### config.mk
export PLATFORM = sky130hd
export DESIGN_NAME = sensor_ultrassom_multi
export DESIGN_NICKNAME = d
export VERILOG_FILES = /design/src/rtl/sensor_ultrassom_multi.sv
export SDC_FILE = /design/constraint.sdc
export NUM_CORES = 1
export LEC_CHECK = 0
export BUFFER_PORTS_ARGS = -buffer_cell sky130_fd_sc_hd__buf_4
export CORE_ASPECT_RATIO = 2
export CORE_UTILIZATION = 39
export CTS_CLUSTER_DIAMETER = 40
export CTS_CLUSTER_SIZE = 40
export DETAILED_ROUTE_END_ITERATION = 10
export SLEW_MARGIN = 30
export SYNTH_ARGS = -nofsm -noshare
export SYNTH_HDL_FRONTEND = slang
export SYNTH_SLANG_ARGS = --single-unit
export TNS_END_PERCENT = 10
### constraint.sdc
create_clock -name clock -period 4.74 [get_ports clock]
set_input_delay 0.711 -clock clock [delete_from_list [all_inputs] [get_ports clock]]
set_output_delay 0.711 -clock clock [all_outputs]
set_load 0.1 [all_outputs]
### src/rtl/sensor_ultrassom_multi.sv
// sensor_ultrassom_multi: multi-channel HC-SR04 style ultrasonic ranging unit.
// It fires a trigger pulse on one channel, times the echo on the same channel
// and converts the echo width to whole centimetres while it is being measured.
// It can measure one selected channel or sweep all channels in order.
// Optional build macro: SENSOR_ARREDONDAMENTO_EN. When defined, the result is
// rounded to the nearest centimetre. When undefined, the result is truncated.
module sensor_ultrassom_multi #(
  parameter int N_CANAIS        = 4,
  parameter int CLK_POR_CM      = 2941,
  parameter int LARGURA_TRIGGER = 500,
  parameter int TIMEOUT_CICLOS  = 1_500_000,
  parameter int LARGURA_MEDIDA  = 9,
  localparam int CW = (N_CANAIS > 1) ? $clog2(N_CANAIS) : 1
) (
  input  logic                      clock,
  input  logic                      reset,
  input  logic                      medir,
  input  logic                      modo,
  input  logic [CW-1:0]             canal_sel,
  input  logic [N_CANAIS-1:0]       echo,
  output logic [N_CANAIS-1:0]       trigger,
  output logic [LARGURA_MEDIDA-1:0] medida,
  output logic [CW-1:0]             canal,
  output logic                      pronto,
  output logic                      timeout,
  output logic                      ocupado,
  output logic [3:0]                db_estado
);

  localparam int TW = (CLK_POR_CM > 1) ? $clog2(CLK_POR_CM) : 1;
  localparam int GW = (LARGURA_TRIGGER > 1) ? $clog2(LARGURA_TRIGGER) : 1;
  localparam int OW = $clog2(TIMEOUT_CICLOS + 1);

  localparam logic [TW-1:0]             TICK_ULT  = TW'(CLK_POR_CM - 1);
  localparam logic [TW-1:0]             TICK_UM   = TW'(1);
  localparam logic [GW-1:0]             TRIG_ULT  = GW'(LARGURA_TRIGGER - 1);
  localparam logic [GW-1:0]             TRIG_UM   = GW'(1);
  localparam logic [OW-1:0]             TO_ULT    = OW'(TIMEOUT_CICLOS - 1);
  localparam logic [OW-1:0]             TO_UM     = OW'(1);
  localparam logic [LARGURA_MEDIDA-1:0] CM_MAX    = {LARGURA_MEDIDA{1'b1}};
  localparam logic [LARGURA_MEDIDA-1:0] CM_UM     = LARGURA_MEDIDA'(1);
  localparam logic [CW-1:0]             CANAL_ULT = CW'(N_CANAIS - 1);
  localparam logic [CW-1:0]             CANAL_UM  = CW'(1);
`ifdef SENSOR_ARREDONDAMENTO_EN
  localparam logic [TW-1:0]             TICK_MEIO = TW'(CLK_POR_CM / 2);
`endif

  typedef enum logic [2:0] {
    ST_INICIAL     = 3'd0,
    ST_PREPARA     = 3'd1,
    ST_TRIGGER     = 3'd2,
    ST_ESPERA_ECHO = 3'd3,
    ST_MEDE        = 3'd4,
    ST_CALCULA     = 3'd5,
    ST_REGISTRA    = 3'd6,
    ST_PROXIMO     = 3'd7
  } estado_t;

  estado_t                   state_q, state_d;
  logic [N_CANAIS-1:0]       echo_s1_q, echo_s2_q, echo_s3_q;
  logic                      modo_q, modo_d;
  logic [CW-1:0]             ch_q, ch_d;
  logic [TW-1:0]             tick_q, tick_d;
  logic [LARGURA_MEDIDA-1:0] cm_q, cm_d;
  logic [OW-1:0]             to_cnt_q, to_cnt_d;
  logic [GW-1:0]             trig_cnt_q, trig_cnt_d;

  logic [N_CANAIS-1:0]       trigger_q, trigger_d;
  logic [LARGURA_MEDIDA-1:0] medida_q, medida_d;
  logic [CW-1:0]             canal_q, canal_d;
  logic                      pronto_q, pronto_d;
  logic                      timeout_q, timeout_d;
  logic                      ocupado_q, ocupado_d;

  // Edge detection only looks at the active channel; s3 is the previous s2.
  logic rise_s, fall_s, tmo_s, to_flag_s, cont_sweep_s;
  assign rise_s       = echo_s2_q[ch_q] & ~echo_s3_q[ch_q];
  assign fall_s       = ~echo_s2_q[ch_q] & echo_s3_q[ch_q];
  assign tmo_s        = (to_cnt_q == TO_ULT);
  assign to_flag_s    = tmo_s && ((state_q == ST_ESPERA_ECHO) || (state_q == ST_MEDE));
  assign cont_sweep_s = modo_q && (ch_q != CANAL_ULT);

  // Two-flop echo synchroniser plus one history stage for edge detection.
  always_ff @(posedge clock or negedge reset) begin
    if (!reset) begin
      echo_s1_q <= '0;
      echo_s2_q <= '0;
      echo_s3_q <= '0;
    end else begin
      echo_s1_q <= echo;
      echo_s2_q <= echo_s1_q;
      echo_s3_q <= echo_s2_q;
    end
  end

  // FSM state register.
  always_ff @(posedge clock or negedge reset) begin
    if (!reset) begin
      state_q <= ST_INICIAL;
    end else begin
      state_q <= state_d;
    end
  end

  // FSM next-state logic; the timeout has priority over echo edges.
  always_comb begin
    state_d = state_q;
    case (state_q)
      ST_INICIAL:     if (medir) state_d = ST_PREPARA; else state_d = ST_INICIAL;
      ST_PREPARA:     state_d = ST_TRIGGER;
      ST_TRIGGER:     if (trig_cnt_q == TRIG_ULT) state_d = ST_ESPERA_ECHO; else state_d = ST_TRIGGER;
      ST_ESPERA_ECHO: if (tmo_s) state_d = ST_REGISTRA;
                      else if (rise_s) state_d = ST_MEDE;
                      else state_d = ST_ESPERA_ECHO;
      ST_MEDE:        if (tmo_s) state_d = ST_REGISTRA;
                      else if (fall_s) state_d = ST_CALCULA;
                      else state_d = ST_MEDE;
      ST_CALCULA:     state_d = ST_REGISTRA;
      ST_REGISTRA:    state_d = ST_PROXIMO;
      ST_PROXIMO:     if (cont_sweep_s) state_d = ST_PREPARA; else state_d = ST_INICIAL;
      default:        state_d = ST_INICIAL;
    endcase
  end

  // Datapath next values: channel selection, trigger/timeout counters and the
  // on-the-fly tick-to-centimetre conversion.
  always_comb begin
    modo_d     = modo_q;
    ch_d       = ch_q;
    tick_d     = tick_q;
    cm_d       = cm_q;
    to_cnt_d   = to_cnt_q;
    trig_cnt_d = trig_cnt_q;
    case (state_q)
      ST_INICIAL: begin
        if (medir) begin
          modo_d = modo;
          if (modo) ch_d = '0; else ch_d = canal_sel;
        end else begin
          modo_d = modo_q;
        end
      end
      ST_PREPARA: begin
        tick_d     = '0;
        cm_d       = '0;
        to_cnt_d   = '0;
        trig_cnt_d = '0;
      end
      ST_TRIGGER: trig_cnt_d = trig_cnt_q + TRIG_UM;
      ST_ESPERA_ECHO: to_cnt_d = to_cnt_q + TO_UM;
      ST_MEDE: begin
        to_cnt_d = to_cnt_q + TO_UM;
        // The fall cycle is counted too, so the count equals the echo width.
        if (tick_q == TICK_ULT) begin
          tick_d = '0;
          if (cm_q != CM_MAX) cm_d = cm_q + CM_UM; else cm_d = cm_q;
        end else begin
          tick_d = tick_q + TICK_UM;
        end
      end
      ST_CALCULA: begin
`ifdef SENSOR_ARREDONDAMENTO_EN
        if ((tick_q >= TICK_MEIO) && (cm_q != CM_MAX)) cm_d = cm_q + CM_UM;
        else cm_d = cm_q;
`else
        cm_d = cm_q;
`endif
      end
      ST_REGISTRA: cm_d = cm_q;
      ST_PROXIMO: if (cont_sweep_s) ch_d = ch_q + CANAL_UM; else ch_d = ch_q;
      default: ch_d = ch_q;
    endcase
  end

  // FSM output logic: next values of the registered outputs.
  always_comb begin
    trigger_d = '0;
    medida_d  = medida_q;
    canal_d   = canal_q;
    timeout_d = timeout_q;
    pronto_d  = (state_d == ST_REGISTRA);
    if (state_d == ST_TRIGGER) trigger_d[ch_q] = 1'b1; else trigger_d = '0;
    if (state_d == ST_REGISTRA) begin
      // cm_d already carries the rounding decided in CALCULA.
      if (to_flag_s) medida_d = CM_MAX; else medida_d = cm_d;
      canal_d   = ch_q;
      timeout_d = to_flag_s;
    end else begin
      medida_d = medida_q;
    end
    // Busy drops together with the final PROXIMO so it falls right after pronto.
    if ((state_d == ST_INICIAL) || ((state_d == ST_PROXIMO) && !cont_sweep_s)) ocupado_d = 1'b0;
    else ocupado_d = 1'b1;
  end

  // Datapath and output registers.
  always_ff @(posedge clock or negedge reset) begin
    if (!reset) begin
      modo_q     <= 1'b0;
      ch_q       <= '0;
      tick_q     <= '0;
      cm_q       <= '0;
      to_cnt_q   <= '0;
      trig_cnt_q <= '0;
      trigger_q  <= '0;
      medida_q   <= '0;
      canal_q    <= '0;
      pronto_q   <= 1'b0;
      timeout_q  <= 1'b0;
      ocupado_q  <= 1'b0;
    end else begin
      modo_q     <= modo_d;
      ch_q       <= ch_d;
      tick_q     <= tick_d;
      cm_q       <= cm_d;
      to_cnt_q   <= to_cnt_d;
      trig_cnt_q <= trig_cnt_d;
      trigger_q  <= trigger_d;
      medida_q   <= medida_d;
      canal_q    <= canal_d;
      pronto_q   <= pronto_d;
      timeout_q  <= timeout_d;
      ocupado_q  <= ocupado_d;
    end
  end

  assign trigger   = trigger_q;
  assign medida    = medida_q;
  assign canal     = canal_q;
  assign pronto    = pronto_q;
  assign timeout   = timeout_q;
  assign ocupado   = ocupado_q;
  assign db_estado = {1'b0, state_q};

endmodule

Word level (Yosys, flattened, before mapping)
Index checks and enable logic that the tools add are counted.
Widths: inputs -> output; s select.
- bits in registers: 87
- output and inout port bits: 22
- logic and storage cells: 88
- $add $sub $neg: 5
- order comparisons: 2
- equal/unequal tests: 17
- muxes and demuxes: 28
- bitwise logic cells: 4
- reductions and logical operators: 16
- operators with widths (cell ; count):
    $pmux 21 s2 ; 1
    $pmux 9 s2 ; 2
    $mux 9 ; 3
    $pmux 12 s2 ; 1
    $pmux 3 s8 ; 1
    $add 21x1->21 const B ; 1
    $eq 21x21->1 const B ; 1
    $add 9x1->9 const B ; 2
    $eq 3x3->1 const B ; 6
    $add 12x1->12 const B ; 1
    $eq 12x12->1 const B ; 1
    $mux 12 ; 1
    $eq 3x2->1 const B ; 3
    $eq 9x9->1 const B ; 1
    $ne 9x9->1 const B ; 1
    $mux 1 ; 8
    $mux 2 ; 4
    $reduce_bool 2->1 ; 4
    $logic_not 3->1 ; 2
    $mux 3 ; 2
    $ne 2x2->1 const B ; 3
    $bmux 1 s2 ; 2
    $logic_and 1x1->1 ; 4
    $mux 4 ; 1
    other kinds (13) ; 16

Depth between registers and ports, before layout
Gate-level depths: netlist of run 1.
- word-level depth: 11
- depth in mapped cells: 9

Worst setup path before layout of run 1
OpenSTA, ideal clock, no wires.
- kind: register to register
- from: register state_q[2]
- to: register medida_q[3], in the netlist medida[3]
- library setup time: 125 ps
- arrival: 2627 ps
- setup slack: 1988 ps
- stages on the path, launching flop included: 7
- period minus slack after synthesis: 2752 ps
- cells stage by stage: dfrtp_1 > or3b_1 > nor4_4 > a311oi_1 > a31o_2 > nand2b_1 > mux2_4
- RTL lines (element ; line ; RTL):
    start, declared ; 59 ; estado_t state_q, state_d;
    start signal, assigned ; 101 ; state_q <= state_d;
    $eq 3x3->1 or $eq 3x1->1 (tied branches) ; 134 ; case (state_q)
    $pmux 9 s2 (*) ; 134 ;
    via cm_d[3] ; 64 ; logic [LARGURA_MEDIDA-1:0] cm_q, cm_d;
    $mux 9 (*) ; 185 ; if (to_flag_s) medida_d = CM_MAX; else medida_d = cm_d;
    end signal, assigned ; 219 ; medida_q <= medida_d;
    end, declared ; 69 ; logic [LARGURA_MEDIDA-1:0] medida_q, medida_d;
Mark *: on every way through the listed nets, which the timed path passes. The rest lies on a longest branch.
A chain may end at the register's enable or synchronous reset.

Worst setup path after layout of run 1
- from: register state_q[1]
- to: register medida_q[1], in the netlist medida[1]
Same word-level chain as after synthesis.

==> results_dict.tcl, run 1 <==
set metrics [dict create \
    endpoint "medida[1]" \
    setup_total_negative_slack_ns 0 \
    cell_area_after_technology_mapping_um2 4348 \
    reg2reg_to "medida[1]" \
    clock_tree.buffer_depth 2 \
    insertion_delay_ns 0.34 \
    max_cap_viol_count 0 \
    die_area_um2 11600 \
    grt_remaining_overflow 0 \
    final-hold-violation-count 0 \
    crit_slowest_cell "sky130_fd_sc_hd__dfrtp_1" \
    detail_route.wirelength.met1_mm 3.725 \
    fin_worst_skew_ns 0.008841 \
    layout-area-overhead-vs-synth_pct 14.42 \
    gp_congestion 0.8170 \
    postLayoutSetupSlackWorst_ns 2.139 \
    cellInternalPower_uw 1494 \
    run_status "complete, no violations" \
    routed_wire_length_mm 9.782 \
    yosys_register_bits 87 \
    synth-async-reset-ratio 1.000 \
    combinational_family_with_the_most_area_after_synthesis "simple AND/OR/NAND/NOR gates" \
    regToRegStartpoint "state_q[1]" \
    grt_pass1_wl_mm 16.43 \
    final_clock_period_utilization_by_the_worst_path 0.5487 \
    mappedNetlistNets 455 \
    detailedRoute.firstIterationViolations 161 \
    number_of_global_route_vias_before_repair 3434 \
    finish.net_count 480 \
    netSwitchingPower_uw 1038 \
    drt-pass1-iter-count 5 \
    met3_length_um 298 \
    worstPathCellList "or3b_1 -> nor4_4 -> and2_1 -> o21ai_0 -> nand2b_1 -> mux2_2" \
    initial_core_util 0.3997 \
    worstPathBufferInverterCount 0 \
    detail_route.vias_per_cell 5.495 \
    routed_length_on_met2_mm 5.480 \
    critical_path.top_delay_family "simple AND/OR/NAND/NOR gates" \
    leakagePower_uw 0.002270 \
    power.switching_fraction 0.4098 \
    synth_edf_count 0 \
    worst_rel_slew_slack 0.4198 \
    seq_power_share 0.384 \
    cp.required_ns 4.97 \
    synth_area_in_simple_gates 0.2155 \
    worst-endpoint-arrival_ns 2.83 \
    drive_gt1_frac 0.1502 \
    post_drt_wl_per_cell_um 16.14 \
    core.rowCount 54 \
    slew_violations 0 \
    path_max_fanout 23 \
    post_synth_inst_count 436 \
    antenna_found_initial 0 \
    cts_setup_buffers 0 \
    clock_power_share 0.277 \
    post_synthesis_compound_gate_area_fraction 0.1404 \
    synth.mux.area_fraction 0.07770 \
    path_depth 6 \
    fmax_ghz 0.3845 \
    detailedPlace.worstSlack_ns 2.142 \
    cts_hold_repair.buffers 0 \
    critical_path.endpoint_type "flop" \
    rr_worst_depth 6 \
    topRoutingLayerUsed "met4" \
    grt_max_degree 46 \
    ys.flop_type "sky130_fd_sc_hd__dfrtp_1" \
    seq_area_frac_synth 0.5007 \
    remaining_drc_errors 0 \
    post_synth.cell_area_avg_um2 9.972 \
    pwr-share-comb 0.340 \
    numClockSinks 87 \
    count_of_final_setup_violators 0 \
    dr_total_vias 3330 \
    fp.dieH_um 151.3 \
    transition_at_the_pin_with_the_smallest_max_transition_slack_ns 0.8702 \
    ys_warn_count 0 \
    ir_worst_vdd_uv 219.3 \
    register_to_register_setup_slack_ns 2.14 \
    clk_pin_slew_ns 0.07 \
    finalCoreUtilization 0.4573 \
    setup.worst_path.class "reg2reg" \
    coreArea_um2 10880 \
    clock_tree.root_cell "sky130_fd_sc_hd__clkbuf_16" \
    fp.dieW_um 76.66 \
    synth_xor_area_frac 0.01007 \
    io-pin-count 32 \
    ant_nets 0 \
    buffer_ports.inserted 30 \
    antenna_cells_inserted 0 \
    cts_repair_resize_count 0 \
    power.density_cell_area_nw_per_um2 509.0 \
    timing.final.crit_period_ns 2.601 \
    setup.worst_path.start_class "flop" \
    cts_htree_levels 3 \
    post_synth_fa_ha_maj_area_fraction 0.02590 \
    unrepaired_setup_endpoints_after_global_routing "no" \
    tightest_hold_check_type "reg2reg" \
    cts_buffers 9 \
    global_route.usage.total 0.1849 \
    yosys.cell_types.count 59 \
    cts_tree "yes" \
    detailedPlacementHpwl_mm 6.971 \
    timing.critical_path.from "state_q[1]" \
    crit_path_max_incr_delay_ns 0.62 \
]
[power by group through the flow]
stage	Combinational, uW	Sequential [uW]	Clock [uW]
after floorplan	458	1160	0
after global placement	850	976	0
after detailed placement	863	983	0
after CTS	869	971	714
after global routing	927	991	747
final	860	971	700
[worst min path at each step]
| stage | start | to | slack (ns) | depth (start not counted) |
|---|---|---|---|---|
| 5_1_grt | echo_s1_q[1] | echo_s2_q[1] | 0.36 | 0 |
| 6_report | echo_s1_q[1] | echo_s2_q[1] | 0.35 | 0 |
| 4_1_cts | echo_s1_q[1] | echo_s2_q[1] | 0.35 | 0 |
| 2_1_floorplan | echo_s1_q[0] | echo_s2_q[0] | 0.33 | 0 |
| 3_5_place_dp | echo_s1_q[1] | echo_s2_q[1] | 0.33 | 0 |
| 3_3_place_gp | echo_s1_q[1] | echo_s2_q[1] | 0.33 | 0 |
[Yosys cell counts, drive strengths merged (3+ instances only)]
| cell type | n | area [um^2] |
|---|---|---|
| nor3b | 4 | 30.03 |
| nand4 | 10 | 62.56 |
| ha | 9 | 112.6 |
| nand2b | 11 | 68.82 |
| clkbuf | 15 | 57.55 |
| mux2i | 12 | 120.1 |
| and3 | 12 | 75.07 |
| and4 | 3 | 26.28 |
| and2 | 11 | 68.82 |
| nand2 | 53 | 198.9 |
| a211oi | 3 | 22.52 |
| a21oi | 13 | 65.06 |
| xor2 | 4 | 35.03 |
| nor4 | 4 | 46.29 |
| mux2 | 13 | 172.7 |
| nor2 | 28 | 105.1 |
| buf | 3 | 22.52 |
| or3b | 3 | 26.28 |
| a31oi | 5 | 31.28 |
| dfrtp | 87 | 2177 |
| a22o | 4 | 36.29 |
| nand3 | 31 | 155.2 |
| o21ai | 45 | 229.0 |
| inv | 12 | 45.04 |
| o31ai | 4 | 30.03 |
| nor3 | 5 | 25.02 |
[flip-flops by register name (all words and copies together) (netlist names), 4 cells and up]
register / cells
to_cnt_q: 21
cm_q: 9
echo_s3_q: 4
echo_s1_q: 4
medida: 9
echo_s2_q: 4
trig_cnt_q: 9
trigger: 4
tick_q: 12
[placed cells by master (no fill, tap or decap), types with 3 or more instances in the layout]
master | Yosys | routed
sky130_fd_sc_hd__a211oi_1 | 3 | 3
sky130_fd_sc_hd__a21oi_1 | 13 | 13
sky130_fd_sc_hd__a22o_1 | 3 | 3
sky130_fd_sc_hd__a31oi_1 | 5 | 5
sky130_fd_sc_hd__and2_1 | 11 | 11
sky130_fd_sc_hd__and3_1 | 12 | 12
sky130_fd_sc_hd__and4_1 | 3 | 3
sky130_fd_sc_hd__buf_4 | 1 | 32
sky130_fd_sc_hd__clkbuf_16 | 0 | 9
sky130_fd_sc_hd__dfrtp_1 | 87 | 87
sky130_fd_sc_hd__ha_1 | 9 | 9
sky130_fd_sc_hd__inv_1 | 12 | 12
sky130_fd_sc_hd__mux2_2 | 6 | 6
sky130_fd_sc_hd__mux2_4 | 7 | 7
sky130_fd_sc_hd__mux2i_1 | 12 | 12
sky130_fd_sc_hd__nand2_1 | 53 | 53
sky130_fd_sc_hd__nand2b_1 | 11 | 11
sky130_fd_sc_hd__nand3_1 | 31 | 31
sky130_fd_sc_hd__nand4_1 | 10 | 10
sky130_fd_sc_hd__nor2_1 | 28 | 28
sky130_fd_sc_hd__nor3_1 | 5 | 5
sky130_fd_sc_hd__nor3b_1 | 4 | 4
sky130_fd_sc_hd__o21ai_0 | 44 | 44
sky130_fd_sc_hd__o31ai_1 | 4 | 4
sky130_fd_sc_hd__xor2_1 | 4 | 4
[layer usage]
layer	GRT usage	up-vias
met4	0.1010	0
met1	0.1910	1644
met2	0.3487	56
li1	-	1617
met5	0	-
met3	0.03133	13
[worst reg2reg max path, cell delays in order (launching register included)]
cell,delay (ns)
sky130_fd_sc_hd__dfrtp_1,0.62
sky130_fd_sc_hd__or3b_1,0.55
sky130_fd_sc_hd__nor4_4,0.48
sky130_fd_sc_hd__and2_1,0.28
sky130_fd_sc_hd__o21ai_0,0.15
sky130_fd_sc_hd__nand2b_1,0.16
sky130_fd_sc_hd__mux2_2,0.26
[cell families after synthesis]
group / after synthesis
AOI/OAI and AO/OA: 97
DFF: 87
and+or+nand+nor: 180
xor gates and xnor gates: 5
muxes: 27
other: 1
adders and majority gates: 9
buffers and inverters: 30
[final cells by class]
cell class / count / area [um^2]
clock inverters: 5 / 58.81
repair buffers: 32 / 240.2
multi-input cells: 319 / 2046
fillers: 1015 / 5903
flip-flops and latches: 87 / 2177
well taps: 140 / 175.2
clock buffers: 11 / 232.7
inverters: 12 / 45.04
[stage by stage]
step	total power, uW	hold WS, ns	cells	cell area (um^2)
floorplan	1618	0.3312	436	4348
global placement	1826	0.3346	590	4683
detailed placement	1846	0.3347	590	4683
CTS	2554	0.3493	606	4975
global route	2665	0.3618	606	4975
finish	2532	0.3476	606	4975
Note: power is estimated with default switching activity, not from simulation.
==> inputs of run 2 (changes only) <==
- ABC_AREA: default -> 1
- clock period: 4.74 -> 2.16 ns (I/O delays scaled with it)
==> run 2 against run 1 <==
Clock skew rose by 0.0019 ns. Global-route usage rose by 1.7 points. Combinational power fell by 92%. Area after synthesis rose by 6.8%. Final cell count rose by 32%. Worst setup slack got worse by 1.9 ns. Non-clock buffer count rose by 18. Sequential power rose by 69%. Critical path type unchanged. Largest power group is now the clock network.
==> results_dict.tcl, run 2 <==
set metrics [dict create \
    tightest_hold_check_type "in2reg" \
    core.rowCount 56 \
    clock_power_share 0.515 \
    setup.worst_path.class "reg2reg" \
    combinational_family_with_the_most_area_after_synthesis "simple AND/OR/NAND/NOR gates" \
    number_of_global_route_vias_before_repair 4174 \
    die_area_um2 12370 \
    detailedPlacementHpwl_mm 8.751 \
    detail_route.vias_per_cell 5.140 \
    numClockSinks 87 \
    ir_worst_vdd_uv 462.1 \
    finalCoreUtilization 0.4763 \
    cts_buffers 9 \
    synth_largest_type_area_fraction 0.4690 \
    synth_area_in_simple_gates 0.3216 \
    routed_length_on_met2_mm 6.804 \
    layout.cells.most_common "sky130_fd_sc_hd__nand2_1" \
    ys_top_cells_by_count "sky130_fd_sc_hd__nand2_1, sky130_fd_sc_hd__dfrtp_1, sky130_fd_sc_hd__nand3_1, sky130_fd_sc_hd__inv_1, sky130_fd_sc_hd__nor2_1" \
    final-hold-violation-count 0 \
    post_synthesis_compound_gate_area_fraction 0.09218 \
    post_synth_inst_count 601 \
    pwr-share-comb 0.020 \
    worst-endpoint-arrival_ns 2.25 \
    grt_remaining_overflow 0 \
    antenna_found_initial 0 \
    max_cap_viol_count 0 \
    timing.final.crit_period_ns 1.964 \
    leakagePower_uw 0.002679 \
    post-synth-top-count-cell "sky130_fd_sc_hd__nand2_1" \
    path_max_fanout 7 \
    filler_cell_count 1189 \
    cts_tree "yes" \
    dr_total_vias 4122 \
    ant_nets 0 \
    topRoutingLayerUsed "met4" \
    power.density_cell_area_nw_per_um2 637.7 \
    post_drt_wl_per_cell_um 14.66 \
    buffer_ports.inserted 30 \
    grt_pass1_wl_mm 19.28 \
    global_route.usage.total 0.2018 \
    multiInputGateArea_um2 2173 \
    synth_edf_count 0 \
    met3_length_um 271 \
    power.switching_fraction 0.2064 \
    netSwitchingPower_uw 729.2 \
    seq_power_share 0.465 \
    layout-area-overhead-vs-synth_pct 19.35 \
    detail_route.wirelength.met1_mm 4.385 \
    unrepaired_setup_endpoints_after_global_routing "no" \
    clock_tree.root_cell "sky130_fd_sc_hd__clkbuf_16" \
    io-pin-count 32 \
    fp.dieW_um 79.15 \
    remaining_drc_errors 0 \
    clk_pin_slew_ns 0.07 \
    gp_congestion 0.8421 \
    final_clock_period_utilization_by_the_worst_path 0.9090 \
    detailedRoute.firstIterationViolations 255 \
    mostFrequentLayoutCells "sky130_fd_sc_hd__nand2_1, sky130_fd_sc_hd__dfrtp_1, sky130_fd_sc_hd__nand3_1" \
    layout_top_registers "to_cnt_q x21, tick_q x12" \
    grt_max_degree 43 \
    cell_area_after_technology_mapping_um2 4642 \
    synth-async-reset-ratio 1.000 \
    yosys_register_bits 87 \
    antenna_cells_inserted 0 \
    setup.worst_path.start_class "flop" \
    post_synth_fa_ha_maj_area_fraction 0.02426 \
    coreArea_um2 11630 \
    post-synth-top-area-cell "sky130_fd_sc_hd__dfrtp_1" \
    fmax_ghz 0.5093 \
    finish.net_count 671 \
    seq_area_frac_synth 0.4690 \
    synth_xor_area_frac 0.01887 \
    initial_core_util 0.3991 \
    synth.mux.area_fraction 0.002156 \
    max_flop_register "to_cnt_q" \
    insertion_delay_ns 0.34 \
    drt-pass1-iter-count 5 \
    routed_wire_length_mm 11.76 \
    cellInternalPower_uw 2804 \
    fp.dieH_um 156.3 \
    ys.flop_type "sky130_fd_sc_hd__dfrtp_1" \
    drive_gt1_frac 0.1522 \
    count_of_final_setup_violators 0 \
    critical_path.endpoint_type "flop" \
    yosys.cell_types.count 41 \
    run_status "complete, no violations" \
    ys_warn_count 0 \
    slew_violations 0 \
    setup_total_negative_slack_ns 0 \
    post_synth_main_area_contributors "sky130_fd_sc_hd__dfrtp_1, sky130_fd_sc_hd__nand2_1, sky130_fd_sc_hd__nand3_1" \
    cts_htree_levels 3 \
    clock_tree.buffer_depth 2 \
    cp.required_ns 2.45 \
    fin_worst_skew_ns 0.01069 \
    mappedNetlistNets 620 \
    largest_reg_flops 21 \
    post_synth.cell_area_avg_um2 7.724 \
    register_area_um2 2178 \
]
## run 2: cell count changes after synthesis, moves of 12 or more
cell / previous run / this run
sky130_fd_sc_hd__and3_1: 12 / 0
sky130_fd_sc_hd__nand3_1: 31 / 61
sky130_fd_sc_hd__inv_1: 12 / 57
sky130_fd_sc_hd__nand2_1: 53 / 172
sky130_fd_sc_hd__inv_2: 0 / 14
sky130_fd_sc_hd__nor2_1: 28 / 55
## run 2: worst paths after layout
path	cells after the start	slack, ns	endpoint	start
max	10	0.20	pronto	to_cnt_q[0]
min reg2reg	0	0.35	echo_s2_q[0]	echo_s1_q[0]
max in group asynchronous	3	1.10	cm_q[7]	reset
max reg2reg	10	0.20	pronto	to_cnt_q[0]
min	1	0.09	echo_s1_q[0]	echo[0]
min in group asynchronous	2	0.47	ocupado	reset
## run 2: logic make-up after synthesis
logic type,after synthesis
mux,1
flops,87
simple gates,337
buf+inv,83
compound gates,73
fa+ha+maj,9
other cells,1
xor+xnor,10
## run 2: metrics by stage
| step | worst slack [ns] | total power (uW) | hold slack [ns] | cell area, um^2 | cells |
|---|---|---|---|---|---|
| floorplan | 0.04744 | 1691 | 0.02841 | 4643 | 601 |
| global placement | 0.1801 | 1743 | 0.3017 | 5122 | 781 |
| detailed placement | 0.1103 | 1745 | 0.3077 | 5122 | 781 |
| CTS | 0.09726 | 3571 | 0.07525 | 5479 | 798 |
| global route | 0.007856 | 3641 | 0.07468 | 5540 | 802 |
| finish | 0.1965 | 3533 | 0.08811 | 5540 | 802 |
## run 2: worst max-delay path: stages, from the launching register on
cell and delay (ns):
sky130_fd_sc_hd__dfrtp_1 0.39, sky130_fd_sc_hd__ha_1 0.22, sky130_fd_sc_hd__nand3_2 0.16, sky130_fd_sc_hd__nor2_1 0.13, sky130_fd_sc_hd__nand3_1 0.16, sky130_fd_sc_hd__nand3_1 0.16, sky130_fd_sc_hd__nand2_1 0.10, sky130_fd_sc_hd__nor2_4 0.17
sky130_fd_sc_hd__nand4_4 0.19, sky130_fd_sc_hd__buf_4 0.20, sky130_fd_sc_hd__inv_2 0.03
## run 2: area by class of cell
cell class              count  share of cell area
clock buffers              10             0.04133
clock inverters             6             0.02123
inverters                  72             0.04878
multi-input cells         432              0.3923
flip-flops and latches     87              0.3932
well taps                 145             0.03275
repair buffers             50             0.07046
## run 2: power groups by stage
| stage | clock network (uW) | registers [uW] | logic (uW) |
|---|---|---|---|
| finish | 1820 | 1640 | 69.0 |
| global route | 1920 | 1640 | 79.4 |
| CTS | 1860 | 1640 | 72.3 |
| detailed placement | 0 | 1670 | 70.7 |
| global placement | 0 | 1670 | 69.4 |
| floorplan | 0 | 1670 | 17.3 |
## run 2: routing by layer
layer,GRT usage,vias up
li1,-,2072
met1,0.2108,1970
met2,0.3810,61
met3,0.02857,19
met4,0.1004,0
met5,0,-
## run 2: what timing repair did
| action | CTS | global route |
|---|---|---|
| gates resized for setup | 0 | 5 |
| buffers inserted | 0 | 3 |
| hold buffers | 1 | 0 |
| hold endpoints to repair | 32 | 0 |
| setup endpoints to repair | 0 | 16 |
==> inputs of run 3 (changes only) <==
- clock period: 2.16 -> 1.6 ns (I/O delays scaled with it)
==> run 3 against run 2 <==
The run now ends with negative setup slack left. Non-clock buffer count rose by 118. Final cell count rose by 15%. Critical path depth did not move. Combinational power rose by 55%. Clock skew rose by 0.0012 ns. First-iteration DRC count fell by 44%. Register-to-register slack got worse by 0.50 ns. Wire length rose by 22%. Maximum frequency rose by 3.2%. Global-route usage rose by 3.9 points. Largest power group unchanged. Highest routed layer unchanged. Sequential share of layout area fell by 7.3 points. Hold slack improved by 0.11 ns.
==> results_dict.tcl, run 3 (same netlist as run 2, synthesis figures left out) <==
set metrics [dict create \
    run_status "complete, but fails checks" \
    failed_checks "negative setup slack" \
    power.density_cell_area_nw_per_um2 667.4 \
    coreArea_um2 11630 \
    pwr-share-comb 0.023 \
    endpoint "medida[2]" \
    antenna_cells_inserted 0 \
    timing.final.crit_period_ns 1.903 \
    number_of_global_route_vias_before_repair 5009 \
    cts_htree_levels 3 \
    initial_core_util 0.3991 \
    detailedRoute.firstIterationViolations 143 \
    cp.required_ns 1.83 \
    power.switching_fraction 0.2278 \
    clock_tree.root_cell "sky130_fd_sc_hd__clkbuf_16" \
    final_clock_period_utilization_by_the_worst_path 1.189 \
    clk_pin_slew_ns 0.08 \
    power_uw 4565 \
    critical_path.endpoint_type "flop" \
    layout-area-overhead-vs-synth_pct 47.36 \
    final-hold-violation-count 0 \
    cellInternalPower_uw 3525 \
    global_route.usage.total 0.2405 \
    unrepaired_setup_endpoints_after_global_routing "yes" \
    register_to_register_setup_slack_ns -0.30 \
    numClockSinks 87 \
    finalCoreUtilization 0.5881 \
    max_flop_register "to_cnt_q" \
    fmax_ghz 0.5256 \
    reg2reg_to "medida[2]" \
    worst_rel_slew_slack 0.6431 \
    leakagePower_uw 0.003288 \
    setup.worst_path.start_class "flop" \
    cts_tree "yes" \
    grt_remaining_overflow 0 \
    max_cap_viol_count 0 \
    path_max_fanout 7 \
    regToRegStartpoint "to_cnt_q[0]" \
    worst-endpoint-arrival_ns 2.14 \
    largest_reg_flops 21 \
    ant_nets 0 \
    fin_worst_skew_ns 0.01186 \
    clock_power_share 0.491 \
    routed_wire_length_mm 14.37 \
    grt_pass1_wl_mm 22.82 \
    setup.worst_path.class "reg2reg" \
    remaining_drc_errors 0 \
    layout.cells.most_common "sky130_fd_sc_hd__nand2_1" \
    detailedPlacementHpwl_mm 10.22 \
    netSwitchingPower_uw 1040 \
    clock_tree.buffer_depth 2 \
    dp_cells 890 \
    layout_top_registers "to_cnt_q x21, tick_q x12" \
    detailedPlace.worstSlack_ns -0.3139 \
    ir_worst_vdd_uv 576.6 \
    fp.dieW_um 79.15 \
    detail_route.vias_per_cell 5.197 \
    timing.critical_path.from "to_cnt_q[0]" \
    insertion_delay_ns 0.35 \
    dr_total_vias 4786 \
    die_area_um2 12370 \
    cts_buffers 9 \
    slew_violations 0 \
    seq_power_share 0.486 \
    finish.net_count 790 \
    count_of_final_setup_violators 30 \
    drive_gt1_frac 0.3724 \
    postLayoutSetupSlackWorst_ns -0.3026 \
    post_drt_wl_per_cell_um 15.61 \
    buffer_ports.inserted 30 \
    instances_no_fill 921 \
    whs_ns 0.1951 \
    tightest_hold_check_type "in2reg" \
    antenna_found_initial 0 \
    fp.dieH_um 156.3 \
    grt_max_degree 40 \
    io-pin-count 32 \
    rr_worst_depth 10 \
    core.rowCount 56 \
    drt-pass1-iter-count 4 \
    mostFrequentLayoutCells "sky130_fd_sc_hd__nand2_1, sky130_fd_sc_hd__buf_4, sky130_fd_sc_hd__dfrtp_1" \
    gp_congestion 0.8913 \
    transition_at_the_pin_with_the_smallest_max_transition_slack_ns 0.5353 \
]
[run 3: through the flow]
step	TNS, ns	area (um^2)
after global routing	-9.146	6840
after detailed placement	-7.839	5987
after CTS	-3.868	6563
after global placement	-5.495	5987
after floorplan	-2.266	4677
final	-5.503	6840
[run 3: what timing repair did]
action | 4_1_cts | 5_1_grt
hold buffers | 5 | 0
buffers inserted | 5 | 3
endpoints found under the hold margin | 40 | 0
resized for setup | 42 | 72
gates cloned | 1 | 2
endpoints found under the setup margin | 60 | 66
pin swaps | 10 | 24
[run 3: final cells by class]
class	instances	area [um^2]
Clock buffer	10	239.0
Clock inverter	6	72.57
Fill cell	1098	4791
Inverter	72	275.3
Multi-Input combinational cell	433	2551
Sequential cell	87	2191
Tap cell	145	181.4
Timing Repair Buffer	168	1330
[run 3: worst min path at each step]
stage | start | endpoint | slack (ns) | depth (start not counted)
CTS | modo | modo_q | 0.19 | 3
finish | modo | modo_q | 0.20 | 3
global route | modo | modo_q | 0.21 | 3
global placement | reset | ocupado | 0.25 | 1
floorplan | reset | canal[0] | -0.06 | 0
detailed placement | reset | echo_s1_q[0] | 0.25 | 1
[run 3: layer usage]
metal,track usage,routed length (um),vias up
met5,0,0,-
met4,0.1368,765,0
met3,0.03732,369,50
met2,0.4700,8418,105
met1,0.2272,4819,2317
li1,-,-,2314
[run 3: critical path, stage by stage, from the launching register on]
cell,delay (ns)
sky130_fd_sc_hd__dfrtp_1,0.42
sky130_fd_sc_hd__ha_4,0.18
sky130_fd_sc_hd__nand3_4,0.13
sky130_fd_sc_hd__nor2_4,0.19
sky130_fd_sc_hd__nand3_4,0.10
sky130_fd_sc_hd__nand2_1,0.12
sky130_fd_sc_hd__nand2_2,0.09
sky130_fd_sc_hd__nand2_4,0.15
sky130_fd_sc_hd__nand4_4,0.24
sky130_fd_sc_hd__nand2_1,0.12
sky130_fd_sc_hd__nand2_1,0.05
[run 3: power by group through the flow]
stage               Sequential [uW]  Combinational [uW]  Clock, uW
floorplan                      2260                23.4          0
global placement               2260                96.1          0
detailed placement             2260                97.0          0
CTS                            2220                 108       2260
global route                   2220                 120       2330
finish                         2220                 107       2240
